$ cat config.mk
export PLATFORM = sky130hd
export DESIGN_NAME = ysyx_ifq
export DESIGN_NICKNAME = d
export VERILOG_FILES = /design/src/rtl/ysyx_ifq.sv
export SDC_FILE = /design/constraint.sdc
export NUM_CORES = 1
export LEC_CHECK = 0
export BUFFER_PORTS_ARGS = -buffer_cell sky130_fd_sc_hd__buf_4
export CAP_MARGIN = 10
export CORE_MARGIN = 2
export CORE_UTILIZATION = 36
export CTS_CLUSTER_SIZE = 8
export DETAILED_ROUTE_END_ITERATION = 8
export MAX_ROUTING_LAYER = met4
export PLACE_DENSITY = 0.59
export SLEW_MARGIN = 20
export SYNTH_ARGS = -nofsm -noshare
export SYNTH_HDL_FRONTEND = slang
export SYNTH_SLANG_ARGS = --single-unit
$ cat constraint.sdc
create_clock -name clk -period 20.5 [get_ports clk]
set_input_delay 2.05 -clock clk [delete_from_list [all_inputs] [get_ports clk]]
set_output_delay 2.05 -clock clk [all_outputs]
set_load 0.005 [all_outputs]
$ cat src/rtl/ysyx_ifq.sv
// Instruction fetch queue: circular FIFO of {pc, inst, spec} between fetch and decode.
// Optional same-cycle pass-through when empty is enabled by defining YSYX_IFQ_BYPASS_EN.
module ysyx_ifq #(
  parameter int DATA_W    = 32,
  parameter int DEPTH_LEN = 2
) (
  input  logic                 clk,
  input  logic                 rst,
  input  logic                 prev_valid,
  output logic                 ready_o,
  input  logic [DATA_W-1:0]    inst_i,
  input  logic [DATA_W-1:0]    pc_i,
  input  logic                 speculation_i,
  input  logic                 flush_i,
  input  logic                 good_speculation_i,
  output logic                 valid_o,
  input  logic                 next_ready,
  output logic [DATA_W-1:0]    inst_o,
  output logic [DATA_W-1:0]    pc_o,
  output logic                 spec_o,
  output logic [DEPTH_LEN:0]   count_o
);
  localparam int DEPTH = 1 << DEPTH_LEN;
  localparam int PW    = DEPTH_LEN + 1;

  logic [DATA_W-1:0] pc_q   [DEPTH];
  logic [DATA_W-1:0] inst_q [DEPTH];
  logic [DEPTH-1:0]  spec_q, spec_d;
  logic [PW-1:0]     rptr_q, rptr_d, wptr_q, wptr_d, nonspec_q, nonspec_d;

  logic [DEPTH_LEN-1:0] ridx, widx;
  logic          empty, full, head_spec;
  logic          q_valid, q_deq, enq, wr_en, ns_deq;
  logic          byp_act, byp_pass;
  logic [PW-1:0] ns_post, count_d;

  assign ridx      = rptr_q[DEPTH_LEN-1:0];
  assign widx      = wptr_q[DEPTH_LEN-1:0];
  assign empty     = (rptr_q == wptr_q);
  assign full      = (ridx == widx) && (rptr_q[DEPTH_LEN] != wptr_q[DEPTH_LEN]);
  assign head_spec = spec_q[ridx];
  assign ready_o   = !full;
  assign count_o   = wptr_q - rptr_q;

  // A speculative head is hidden while its flush is in flight.
  assign q_valid = !empty && !(flush_i && head_spec);
  assign q_deq   = q_valid && next_ready;
  assign enq     = prev_valid && ready_o && !flush_i;

`ifdef YSYX_IFQ_BYPASS_EN
  assign byp_act  = empty && !flush_i && prev_valid;
  assign byp_pass = byp_act && next_ready;
  assign valid_o  = q_valid || byp_act;
  assign inst_o   = byp_act ? inst_i : inst_q[ridx];
  assign pc_o     = byp_act ? pc_i   : pc_q[ridx];
  assign spec_o   = byp_act ? (speculation_i && !good_speculation_i) : (!empty && head_spec);
`else
  assign byp_act  = 1'b0;
  assign byp_pass = 1'b0;
  assign valid_o  = q_valid;
  assign inst_o   = inst_q[ridx];
  assign pc_o     = pc_q[ridx];
  assign spec_o   = !empty && head_spec;
`endif

  assign wr_en  = enq && !byp_pass;
  assign ns_deq = q_deq && !head_spec;

  always_comb begin
    rptr_d    = rptr_q + PW'(q_deq);
    ns_post   = nonspec_q - PW'(ns_deq);
    wptr_d    = wptr_q;
    nonspec_d = ns_post;
    spec_d    = spec_q;
    count_d   = '0;
    if (flush_i) begin
      // Speculative entries are the contiguous tail, so the survivors are exactly
      // the oldest non-speculative ones.
      wptr_d    = rptr_d + ns_post;
      nonspec_d = ns_post;
      spec_d    = '0;
    end else begin
      wptr_d = wptr_q + PW'(wr_en);
      if (wr_en) begin
        spec_d[widx] = speculation_i;
        if (!speculation_i) nonspec_d = ns_post + PW'(1);
      end
      if (good_speculation_i) begin
        count_d   = wptr_d - rptr_d;
        spec_d    = '0;
        nonspec_d = count_d;
      end
    end
  end

  always_ff @(posedge clk) begin
    if (rst) begin
      rptr_q    <= '0;
      wptr_q    <= '0;
      nonspec_q <= '0;
      spec_q    <= '0;
    end else begin
      rptr_q    <= rptr_d;
      wptr_q    <= wptr_d;
      nonspec_q <= nonspec_d;
      spec_q    <= spec_d;
    end
  end

  always_ff @(posedge clk) begin
    if (!rst && wr_en) begin
      pc_q[widx]   <= pc_i;
      inst_q[widx] <= inst_i;
    end
  end

  always_ff @(posedge clk) begin
    if (!rst) begin
      assert (!(wr_en && full));
      assert (!(q_deq && empty));
    end
  end

endmodule

### After elaboration in Yosys (flattened, before gate mapping)

Memories as Yosys holds them, arrays and structs flattened. A register that Yosys moved wholly into a read port is not among the register bits.
Index checks and enable logic that the tools add are counted.

| storage, ports and cells | value |
|---|---|
| register bits after elaboration | 13 |
| word-level logic and storage cells | 50 |
| memories kept | 2 |
| output and inout bits | 70 |
| input bits | 71 |
| memory bits (writable) | 256 |

Memories:

| memory | words | width | rd ports | clocked after Yosys merged registers in | write ports | line | text |
|---|---|---|---|---|---|---|---|
| inst_q | 4 | 32 | 1 | 1 | 1 | 27 | `logic [DATA_W-1:0] inst_q [DEPTH];` |
| pc_q | 4 | 32 | 1 | 1 | 1 | 26 | `logic [DATA_W-1:0] pc_q [DEPTH];` |

| cells by class | value |
|---|---|
| magnitude comparators | 3 |
| reductions and logical operators | 17 |
| equality and inequality tests | 3 |
| $add $sub $neg | 7 |
| muxes and demuxes | 14 |

Operator list:

| cell | number |
|---|---|
| 3-bit 2-to-1 mux | 5 |
| 1-bit logical AND | 10 |
| 3-bit by 1-bit adder with 3-bit output | 2 |
| 1-bit zero test | 6 |
| 2-bit by 3-bit < comparator with 1-bit output (second input constant) | 2 |
| 3-bit subtractor | 2 |
| 4-bit bitwise mux | 1 |
| 1-bit 2-to-1 mux | 4 |
| 2-bit 2-to-1 mux | 2 |
| 3-bit by 1-bit adder with 3-bit output (second input constant) | 1 |
| 3-bit adder | 1 |
| 3-bit == test | 1 |
| 3-bit OR reduction | 1 |
| 3-bit by 1-bit subtractor with 3-bit output | 1 |
| 1-bit binary-select mux with 2-bit select | 1 |
| 1-bit demux with 2-bit select | 1 |
| 2-bit == test | 1 |
| 2-bit by 1-bit >= comparator with 1-bit output (second input constant) | 1 |
| 1-bit != test | 1 |

### Longest topological paths before layout

| depth | value |
|---|---|
| depth in word-level cells | 13 |
| depth in mapped cells | 16 |
| gate-level depth less buffers | 14 |

### Worst setup path after synthesis

No wires, ideal clock.

| path | value |
|---|---|
| path kind | input-to-reg |
| from | in flush_i |
| to | mem inst_q[0][0], enable pin |
| setup slack | 11.348 ns |
| data arrival time | 8.508 ns |
| path buffers | 0 |
| library setup time | 0.644 ns |
| stages on the path | 3 |
| required time | 19.856 ns |
| cells stage by stage | and2b_1 -> o21ai_4 -> nor4_1 |

| between the ends | value |
|---|---|
| cells in the longest elaborated chain, start to end | 5 |

RTL lines:

| item | line | text |
|---|---|---|
| from (decl) | 14 | `input logic flush_i,` |
| 1-bit zero test | 48 | `assign enq = prev_valid && ready_o && !flush_i;` |
| 1-bit logical AND | 48 |  |
| 1-bit logical AND | 111 | `if (!rst && wr_en) begin` |
| 1-bit 2-to-1 mux | 111 |  |
| 1-bit 2-to-1 mux (implied by the code) | 113 | `inst_q[widx] <= inst_i;` |
| to (decl) | 27 |  |

No other way between the ends.

==> key figures <==
Status
  • Outcome: complete, no violations

Floorplan
  • Die Area: 0.02977 mm^2
  • Core area: 0.02786 mm^2
  • Initial Utilization: 36.70%
  • Ports: 141
  • Die Width: 172.5 um
  • Die height: 172.5 um
  • Row Count: 61

Synth
  • Unique cell type count in the Yosys netlist: 39
  • Mapped Cells: 443
  • Synth Area in Compound Gates: 1.101%
  • Post-synthesis sequential area ratio: 77.73%
  • XOR/XNOR Fraction of Synth Area: 1.089%
  • Area leader, netlist: edfxtp_1
  • Synth Area in Adders: 1.933%
  • #FFs+latches synth: 269
  • Mux cell area share after synthesis: 15.10%
  • Synth top area cells: edfxtp_1 75%, mux4_2 14%, dfxtp_1 2.5%, ha_1 1.3%, mux2i_1 0.78%
  • Post-synthesis area per instance: 23.08 um^2
  • Post-synthesis simple-gate area fraction: 1.725%
  • Mapped cell area: 0.01022 mm^2
  • Area share of the largest cell type after synthesis: 75.18%
  • Post-Syn Nets: 528
  • Yosys warnings: 0
  • Largest family of logic cells by synthesized area: multiplexers

Drt
  • ANT nets after route: 0
  • Via density: 4.929
  • DRT Wirelength: 20180 um
  • First DRT Iteration DRCs: 349
  • Pre-antenna DRT Iters: 4
  • Wire per inst: 20.02 um
  • Residual DRC: 0
  • Via count: 4968

Layout
  • Layout area overhead: 25.70%
  • Fin nets: 701
  • Most frequent cells in the layout: 256 x edfxtp_1, 149 x buf_4, 65 x mux4_2
  • Most common library cell in the layout ignoring fill and taps: edfxtp_1
  • Fraction of layout cells with a size suffix above 1: 42.45%
  • Final Non-Filler Cells: 1008

Placement
  • Port Buffers: 140
  • Final RePlAce weighted congestion: 0.7873
  • Dpl cells: 952
  • Final HPWL DP: 12040 um

Clock network
  • CTS max path bufs: 3
  • Post-CTS Setup Inserts: 0
  • Sink Count: 269
  • H-Tree Depth: 2
  • Clk pin slew, worst setup/hold paths: 0.05 ns
  • Post_cts resized: 0
  • CTS Buf Count: 39
  • CTS tree: built
  • Worst-Skew Late Latency: 0.50 ns
  • CTS root buffer: clkbuf_16
  • Hold Buf Count CTS: 0

Worst hold path
  • Hold WC Path Type: register to register

Setup path
  • CP Class: register to primary output
  • Crit Path Max Fanout: 40
  • Crit path DAT: 2.82 ns
  • Worst endpoint required time: 18.45 ns
  • CP Launch Type: register
  • Crit path capture type: primary output

Power and ir drop
  • Total chip power: 1.535 mW
  • Pwr dens: 119.4 mW/mm^2
  • Peak supply drop: 0.06267 mV
  • LEAKAGE: 4.367 nW

STA
  • WHS: 0.5101 ns
  • Max-slew violations: 0
  • Final setup violation count: 0
  • Tightest Pin Transition: 0.8101 ns
  • RSZ-0062 raised after global routing: false
  • Relative slew slack: 45.99%
  • FMAX: 0.2055 GHz
  • TNS Setup: 0 ns
  • Fin crit period: 4.867 ns
  • Hold Violations, Final: 0
  • Tcrit/Tclk final: 23.74%
  • Skew final: 0.01008 ns

Global routing
  • Total gr overflow: 0
  • Largest net degree at the start of global routing: 69
  • Initial antenna violation count: 0
  • Vias in the first global route: 5650
  • First-pass GRT wire length: 31740 um
  • Global-route usage over all layers: 14.21%

Flow run
  • Max-cap violations: 0
==> cells in the mapped netlist <==
cell and instances:
mux2i_1 8, inv_1 13, nor2_1 12, nor2b_1 2, nor3_1 1, edfxtp_1 256
o21ai_4 1, xnor2_4 1, a21oi_1 2, a31oi_1 1, nor3b_1 3, nand2b_1 1
nand3b_1 1, buf_2 5, and3_2 1, xnor2_1 5, o311ai_1 1, o21a_1 1
clkbuf_1 6, o21ai_0 1, xnor3_1 1, dfxtp_1 13, and2_1 1, mux4_2 65
or2_2 1, buf_1 3, o2111ai_1 5, xor2_1 2, and2b_1 1, clkbuf_2 1
nand2_1 3, buf_4 3, o31ai_1 1, a211oi_1 1, fa_1 3, or3_1 1
or4_1 1, nor4_1 4, ha_1 11
==> sequential cells by signal, indices dropped and copies added, names as in the netlist <==
| name | flops |
|---|---|
| inst_q | 128 |
| pc_q | 128 |
| spec_q | 4 |
| nonspec_q | 3 |
| rptr_q | 3 |
| wptr_q | 3 |
==> path summary, 6_finish.rpt <==
| check | from | to | slack (ns) | depth (start not counted) |
|---|---|---|---|---|
| setup / recovery | rptr_q[0] | pc_o[30] | 15.63 | 3 |
| hold / removal | spec_q[2] | spec_q[2] | 0.51 | 2 |
| setup reg to reg | rptr_q[1] | nonspec_q[2] | 16.67 | 13 |
| hold reg to reg | spec_q[2] | spec_q[2] | 0.51 | 2 |
==> cells by family after synthesis <==
family / Yosys count
adder cells (fa/ha/maj): 14
AO/OA/AOI/OAI: 14
multiplexers: 73
flip-flops: 269
AND/OR/NAND/NOR: 33
buffers and inverters: 31
XOR/XNOR: 9
==> routing by layer <==
layer  global-route usage [%]  part of all wire (%)  vias up
met4                    4.594                   2.4        0
li1                         -                     -     2199
met5                        -                     0        -
met1                    17.61                    42     2561
met2                    22.79                    49      165
met3                    3.892                   6.8       43
==> power breakdown <==
part	switching, mW	total [mW]	internal (mW)
Sequential	0.0277	0.657	0.630
Clock	0.207	0.553	0.347
Combinational	0.140	0.325	0.185
Total	0.374	1.54	1.16
==> worst max-delay path, cell delays in order, from the launching register on <==
cell and delay (ns):
dfxtp_4 0.75, buf_4 0.75, mux4_2 0.62, buf_4 0.16
==> layout make-up <==
class	count	area, um^2
fillers	2338	15010
flip-flops and latches	269	7955
multi-input cells	143	2167
repair buffers	150	1139
clock buffers	52	1035
well taps	378	473.0
inverters	13	48.80
clock inverters	2	32.53
diodes	1	2.502
==> metrics by stage <==
step | instance area [um^2] | setup WS [ns] | utilization (%)
floorplan | 10220 | 11.35 | -
global placement | 11760 | 15.93 | 42.22
detailed placement | 11760 | 15.90 | 42.22
CTS | 12830 | 15.49 | 46.05
global route | 12850 | 15.33 | 46.13
finish | 12850 | 15.63 | 46.14
(Power assumes the default switching activity.)
